File: src/rtl/f_pc_unit_pkg.sv
// Shared encodings for the fetch PC unit: jump-type codes, the fetch exception code
// and the default reset / handler-entry addresses.
package f_pc_unit_pkg;

    typedef enum logic [1:0] {
        J_NONE = 2'd0,
        J_BR   = 2'd1,
        J_J    = 2'd2,
        J_JR   = 2'd3
    } jtype_e;

    localparam logic [4:0]  EXC_ADEL      = 5'd4;
    localparam logic [4:0]  EXC_NONE      = 5'd0;
    localparam logic [31:0] PC_RESET_DEF  = 32'h0000_3000;
    localparam logic [31:0] EXC_ENTRY_DEF = 32'h0000_4180;

endpackage

File: src/rtl/f_pc_unit_npc_calc.sv
// Combinational next-PC for the free-running case: taken branch, J/JAL, JR/JALR,
// otherwise sequential fetch from the current F-stage PC.
module f_npc_calc
    import f_pc_unit_pkg::*;
(
    input  logic [31:0] F_pc,
    input  logic [31:0] D_pc,
    input  logic [15:0] D_imm16,
    input  logic [25:0] D_index26,
    input  logic [31:0] D_rs,
    input  logic        D_brjump,
    input  logic [1:0]  D_jtype,
    output logic [31:0] npc
);

    logic        [31:0] d_pc_plus4;
    logic        [31:0] f_pc_plus4;
    logic signed [31:0] br_off;

    assign d_pc_plus4 = D_pc + 32'd4;
    assign f_pc_plus4 = F_pc + 32'd4;
    assign br_off     = {{14{D_imm16[15]}}, D_imm16, 2'b00};

    always_comb begin
        npc = f_pc_plus4;
        case (jtype_e'(D_jtype))
            J_BR:    if (D_brjump) npc = d_pc_plus4 + $unsigned(br_off);
            // Region bits come from the delay-slot address, so a carry into [31:28] counts.
            J_J:     npc = {d_pc_plus4[31:28], D_index26, 2'b00};
            J_JR:    npc = D_rs;
            default: npc = f_pc_plus4;
        endcase
    end

endmodule

File: src/rtl/f_pc_unit.sv
// Fetch-stage PC register with reset/exception/eret/stall priority and delay-slot flag.
// Optional macro FETCH_ADEL_EN builds the fetch address-error (AdEL) check on F_pc.
module f_pc_unit
    import f_pc_unit_pkg::*;
#(
    parameter logic [31:0] PC_RESET  = 32'h0000_3000,
    parameter logic [31:0] EXC_ENTRY = 32'h0000_4180,
    parameter logic [31:0] IM_LO     = 32'h0000_3000,
    parameter logic [31:0] IM_HI     = 32'h0000_6FFC
) (
    input  logic        clk,
    input  logic        reset,
    input  logic        stall,
    input  logic        req,
    input  logic        eret,
    input  logic [31:0] EPC,
    input  logic [31:0] D_pc,
    input  logic [15:0] D_imm16,
    input  logic [25:0] D_index26,
    input  logic [31:0] D_rs,
    input  logic        D_brjump,
    input  logic [1:0]  D_jtype,
    output logic [31:0] F_pc,
    output logic        F_bd,
    output logic [4:0]  F_exc_code
);

    logic [31:0] npc;

    f_npc_calc u_npc (
        .F_pc      (F_pc),
        .D_pc      (D_pc),
        .D_imm16   (D_imm16),
        .D_index26 (D_index26),
        .D_rs      (D_rs),
        .D_brjump  (D_brjump),
        .D_jtype   (D_jtype),
        .npc       (npc)
    );

    // F stage register: exception entry and eret override a stall so no cycle is lost.
    always_ff @(posedge clk) begin
        if (reset) begin
            F_pc <= PC_RESET;
            F_bd <= 1'b0;
        end else if (req) begin
            F_pc <= EXC_ENTRY;
            F_bd <= 1'b0;
        end else if (eret) begin
            F_pc <= EPC;
            F_bd <= 1'b0;
        end else if (!stall) begin
            F_pc <= npc;
            F_bd <= (jtype_e'(D_jtype) != J_NONE);
        end
    end

`ifdef FETCH_ADEL_EN
    function automatic logic [4:0] fetch_adel(input logic [31:0] pc);
        if (pc[1:0] != 2'b00 || pc < IM_LO || pc > IM_HI)
            return EXC_ADEL;
        return EXC_NONE;
    endfunction

    assign F_exc_code = fetch_adel(F_pc);
`else
    assign F_exc_code = EXC_NONE;
`endif

endmodule

File: config.mk
export PLATFORM = sky130hd
export DESIGN_NAME = f_pc_unit
export DESIGN_NICKNAME = d
export VERILOG_FILES = /design/src/rtl/f_pc_unit_pkg.sv /design/src/rtl/f_pc_unit_npc_calc.sv /design/src/rtl/f_pc_unit.sv
export SDC_FILE = /design/constraint.sdc
export NUM_CORES = 1
export LEC_CHECK = 0
export BUFFER_PORTS_ARGS = -buffer_cell sky130_fd_sc_hd__buf_2
export CAP_MARGIN = 20
export CORE_MARGIN = 2
export CORE_UTILIZATION = 40
export CTS_CLUSTER_DIAMETER = 200
export DETAILED_ROUTE_END_ITERATION = 6
export PLACE_DENSITY = 0.69
export SLEW_MARGIN = 20
export SYNTH_ARGS = -nofsm -noshare
export SYNTH_HDL_FRONTEND = slang
export SYNTH_SLANG_ARGS = --single-unit
File: constraint.sdc
create_clock -name clk -period 3.92 [get_ports clk]
set_input_delay 1.176 -clock clk [delete_from_list [all_inputs] [get_ports clk]]
set_output_delay 1.176 -clock clk [all_outputs]
set_load 0.05 [all_outputs]
# After elaboration in Yosys (flattened, before gate mapping)
# Cells that the tools add are included.
dict set report totals {
  reg_bits 33
  output_inout_bits 38
  word_cells 19
}
dict set report classes {
  add_sub_neg 3
  eq_ne 5
  mux 5
  reduce_logical 3
}
# cell count
set ops {}
lappend ops {{32-bit 2-to-1 mux} 3}
lappend ops {{32-bit case mux with 3 select lines} 1}
lappend ops {{32-bit by 3-bit adder with 32-bit output, second input constant} 2}
lappend ops {{32-bit adder} 1}
lappend ops {{15-bit 2-to-1 mux} 1}
lappend ops {{2-bit == test, second input constant} 2}
lappend ops {{3-bit by 1-bit != test with 1-bit output, second input constant} 1}
lappend ops {{3-bit OR reduction} 1}
lappend ops {{2-bit by 1-bit == test with 1-bit output, second input constant} 1}
lappend ops {{2-bit by 1-bit != test with 1-bit output, second input constant} 1}
lappend ops {{2-bit nonzero test} 1}
lappend ops {{2-bit OR reduction} 1}

# Logic depth before layout (Yosys ltp)
dict set report depth {
  word_depth 7
  depth_mapped 16
}

# Cells and area by module
# A second synthesis with hierarchy kept.
dict set report hier_totals {
  cells_unflattened 713
  area_unflattened_um2 5614.1
}
# module n_inst cells_per_inst area_each_um2 seq_area_each_um2
set modules_own_cells {}
lappend modules_own_cells {f_npc_calc 1 561 3817.4 0.0}
lappend modules_own_cells {f_pc_unit 1 152 1796.7 660.6}

# Worst setup path after synthesis
# OpenSTA, ideal clock, no wires.
dict set report synth_timing {
  path_kind {input to register}
  from {input D_pc[2]}
  to {register F_pc[31]}
  arrival_ns 4.093
  required_time_ns 3.796
  slack_ns -0.297
  stages 15
  n_path_buf 0
  path_cell_list {ha_1 -> nand3_1 -> nor4_2 -> nand4_1 -> nand2b_1 -> xnor2_1 -> ha_1 -> nand2_1 -> nand2_1 -> a211oi_1 -> or3b_2 -> nor3_1 -> a211o_1 -> xnor2_1 -> o22ai_1}
}
dict set report synth_between {
  elab_chain_cells 6
}
# element line
set synth_rtl {}
lappend synth_rtl {{from (decl)} f_pc_unit.sv:17} ;# input logic [31:0] D_pc,
lappend synth_rtl {{32-bit by 3-bit adder with 32-bit output (*)} f_pc_unit_npc_calc.sv:20} ;# assign d_pc_plus4 = D_pc + 32'd4;
lappend synth_rtl {{32-bit adder} f_pc_unit_npc_calc.sv:27} ;# J_BR: if (D_brjump) npc = d_pc_plus4 + $unsigned(br_off);
lappend synth_rtl {{32-bit 2-to-1 mux} f_pc_unit_npc_calc.sv:27}
lappend synth_rtl {{32-bit case mux with 3 select lines (*)} f_pc_unit_npc_calc.sv:26} ;# case (jtype_e'(D_jtype))
lappend synth_rtl {{32-bit 2-to-1 mux (*)} f_pc_unit.sv:52} ;# end else if (!stall) begin
lappend synth_rtl {{32-bit 2-to-1 mux (*)} f_pc_unit.sv:49} ;# end else if (eret) begin
lappend synth_rtl {{to (signal assigned)} f_pc_unit.sv:53} ;# F_pc <= npc;
lappend synth_rtl {{to (decl)} f_pc_unit.sv:23} ;# output logic [31:0] F_pc,
# Every way passes the cells marked *; elsewhere a longest branch is shown, timed or not. The select of a mux whose other input is x is not followed.
# A chain may end at the register's enable or synchronous reset.

# Final worst setup path
dict set report layout_timing {
  from {input D_pc[8]}
  to {register F_pc[29]}
}
# Same word-level chain as after synthesis.

==> parameters.txt <==
Parameter                              Value

Floorplan
  X dimension of the die    roughly 120 um
  Starting utilization of the core area    0.4071
  Die Outline Area    approximately 0.014 mm^2
  Core area    0.01319 mm^2
  Site Rows    42
  Die Height    about 120 um
  Number of primary I/O pins    around 180

Run status
  Failing checks    setup timing
  Result of the run    finished, violations left

GRT
  First-pass GRT wire length    29,840 um
  Sum of overflow across all layers after global routing    0
  Pin count of the biggest net entering global routing    38
  Overall fraction of global-route tracks in use    0.2545
  Number of antenna violations at the first check in global routing    0
  Via count of the first global-routing pass    between 6,000 and 7,000

Worst setup path
  Crit path capture    F_pc[29]$_SDFFE_PP0P_
  List of cells traversed by the critical path    buf_6 > nand4_1 > buf_4 > nor4_4 > buf_4 > buf_4 > nand4_1 > buf_4 > nand2b_4 > xnor2_2 > ha_1 > o21ai_1 > a21oi_1 > o31ai_2 > o311ai_4 > xor2_1 > a211o_1
  Startpoint class of the critical path    primary input
  Reg2reg end    F_pc[26]$_SDFFE_PP0P_
  CP max-delay cell    sky130_fd_sc_hd__ha_1
  Dominant cell type by count on the critical path    sky130_fd_sc_hd__buf_4
  FF-to-FF Start    F_pc[2]$_SDFFE_PP0P_
  CP Buf/Inv Count    5
  CP Data Required Time    4.09 ns
  Kind of cell adding the most delay to the critical path    compound AO/OA/AOI/OAI gates
  Arrival @ worst endpoint    approximately 4.2 ns
  Delay of the slowest cell on the worst path    0.36 ns
  Reg2Reg Depth    9
  Critical path origin    D_pc[8]
  Number of stages on the worst setup path    17
  CP Max Fanout    6
  Category of the worst setup path capture point    register
  Start-to-end type of the worst setup path    in -> reg
  Worst-case register-to-register setup slack    just over 1 ns

Timing
  Pins over their slew limit    0
  Post-route worst setup slack    -0.05528 ns
  Maximum operating frequency    around 250 MHz
  Period Utilization, post-route    1.014
  Count of final hold-check violations    0
  Setup violation total in the final timing report    1
  Actual slew at the worst max-slew pin    0.8380 ns
  Clock skew    around 0.0023 ns
  RSZ-0062 raised after global routing    yes
  Slew headroom    0.4393
  Shortest clock period the worst path allows after layout    just under 4 ns
  WHS    0.5164 ns

Synthesis
  Syn_area_per_cell    ~7 um^2
  Number of synthesized flops with an enable pin    0
  Top post-synthesis cells by area    sky130_fd_sc_hd__dfxtp_1 (12%), sky130_fd_sc_hd__xnor2_1 (8.3%), sky130_fd_sc_hd__ha_1 (8.2%), sky130_fd_sc_hd__a21oi_1 (6.8%), sky130_fd_sc_hd__nand2_1 (5.9%)
  Warnings from Yosys    0
  Library cell with the highest instance count after synthesis    sky130_fd_sc_hd__nand2_1
  Synthesized cell area    around 0.0054 mm^2
  Biggest area consumer among synthesized cells    sky130_fd_sc_hd__dfxtp_1
  FFs w/ async S/R, synth    0
  Commonest cells post-synth    sky130_fd_sc_hd__nand2_1 (85), sky130_fd_sc_hd__a21oi_1 (73), sky130_fd_sc_hd__nor2_1 (71)
  Synthesized flop and latch total    33
  Part of the Yosys area used for sequential elements    0.1230
  Post-synth cell types    68
  Fraction of post-synthesis cell area in the top cell type by area    0.1230
  Instance count of the mapped netlist    788
  Most frequently used flop master after synthesis    sky130_fd_sc_hd__dfxtp_1

Clocking
  H-tree depth    2
  Cell at the root of the clock tree    sky130_fd_sc_hd__clkbuf_16
  Hold buffer count at CTS    0
  CTS tree    done
  Later-pin clock latency in the skew report    ~0.28 ns
  CTS Sinks    33
  Inserted Clock Buffers    5
  Number of buffers on the longest clock path    2
  Clock input transition at the sequential cells of the worst setup and hold paths    roughly 0.05 ns

Pwr
  LEAKAGE    3.582 nW
  P per Cell Area    about 220 mW/mm^2
  Peak VDD IR    about 0.16 mV
  Pwr Total    around 0.0017 W

Finish
  Fillcell total    between 1,000 and 1,500
  Total number of nets in the final design    about 1,200
  Area added between synthesis and finish    45.13%
  Number of antenna diodes    0
  Fraction of final layout cells sized beyond drive strength 1    0.3758

Placement
  Quantity of I/O buffers inserted on ports    roughly 180
  Pre-CTS setup slack    -0.4120 ns
  Final Wtd Congestion    between 0.9 and 1
  Half-perimeter wire length of the detailed placement result    about 15,000 um

Detailed routing
  Routed wire length    between 15,000 and 20,000 um
  Via/cell ratio    about 5.6
  DRC violation count after routing    0
  DR vias    6,824
  Number of DRC markers in iteration 0    approximately 560
  Drt wl/cell    around 16 um
  Antenna Nets Post-Route    0
  Number of search-and-repair iterations in the first detailed-routing pass    5

Hold path
  Start point of the worst hold path    F_bd$_SDFFE_PP0N_
  Class of the most critical hold timing path    reg -> reg

Job
  Max capacitance violation total    0
power breakdown:
part	switching (W)	internal [W]	total, W
clock network	0.000151	0.000250	0.000401
logic	0.000503	0.000404	0.000907
registers	0.0000275	0.000354	0.000382
through the flow:
step | setup TNS (ns) | instance area [um^2] | std cells | utilization
2_1_floorplan | -0.0009321 | 5461 | 792 | -
3_3_place_gp | -3.038 | 7182 | 1205 | 0.5445
3_5_place_dp | -4.710 | 7182 | 1205 | 0.5445
4_1_cts | 0 | 7338 | 1212 | 0.5563
5_1_grt | -1.659 | 7794 | 1227 | 0.5909
6_report | -0.05528 | 7794 | 1227 | 0.5909
flip-flops by register name (all words and copies together), names as in the netlist, named ones only:
| signal | count |
|---|---|
| F_pc | 30 |
| F_bd | 1 |
worst min path at each step:
stage,cells after the start,slack [ns],to
after floorplan,2,0.74,F_pc[8]$_SDFFE_PP0P_
after global placement,2,0.50,F_bd$_SDFFE_PP0N_
after detailed placement,2,0.50,F_bd$_SDFFE_PP0N_
after CTS,2,0.52,F_bd$_SDFFE_PP0N_
after global routing,2,0.56,F_bd$_SDFFE_PP0N_
final,2,0.52,F_bd$_SDFFE_PP0N_
cells by family (layout without fill, tap and decap cells):
logic type,after synthesis,count (layout),share of synthesized area
fa+ha+maj,36,36,0.08528
flops,33,33,0.1230
other cells,1,5,0.0006983
mux,29,29,0.05592
buf+inv,74,333,0.05592
xor+xnor,71,71,0.1158
simple gates,311,311,0.2896
compound gates,233,233,0.2738
layer usage:
layer  track usage  part of all wire
met1        0.3548              0.44
met2        0.4157              0.45
met3       0.01901             0.078
met4       0.08456             0.029
met5             0                 0
cells in the final DEF (no fill, tap or decap), drive strengths merged, types with 10 or more instances in the layout:
cell type and n:
xor2 20, a211oi 15, and3 18, buf 303, o21ai 55, inv 22
nor2b 10, a21oi 74, dfxtp 33, a31oi 10, mux2i 21, nand2 85
o211ai 13, ha 35, or3 12, nand4 17, nand3 39, nor2 71
xnor2 51, nor3 18
layout make-up:
cell class / instances / area, um^2 / share of cell area
clock buffer: 7 / 142.6 / 0.01830
sequential: 33 / 660.6 / 0.08476
timing repair buffer: 303 / 1864 / 0.2392
tap: 176 / 220.2 / 0.02825
inverter: 23 / 86.33 / 0.01108
multi-input combinational: 685 / 4820 / 0.6184
repair_timing:
action / 4_1_cts / 5_1_grt
gates resized for setup: 6 / 75
setup endpoints to repair: 8 / 20
hold endpoints to repair: 0 / 0
setup buffers: 0 / 15
pin swaps: 2 / 54
tightest hold or removal path: cells and delay by family, from the launching register on:
kind	cells	cell delay, ns
flip-flops	1	0.31
AND/OR/NAND/NOR	1	0.05
AO/OA/AOI/OAI	1	0.12
Power figures use the tool's default switching activity.
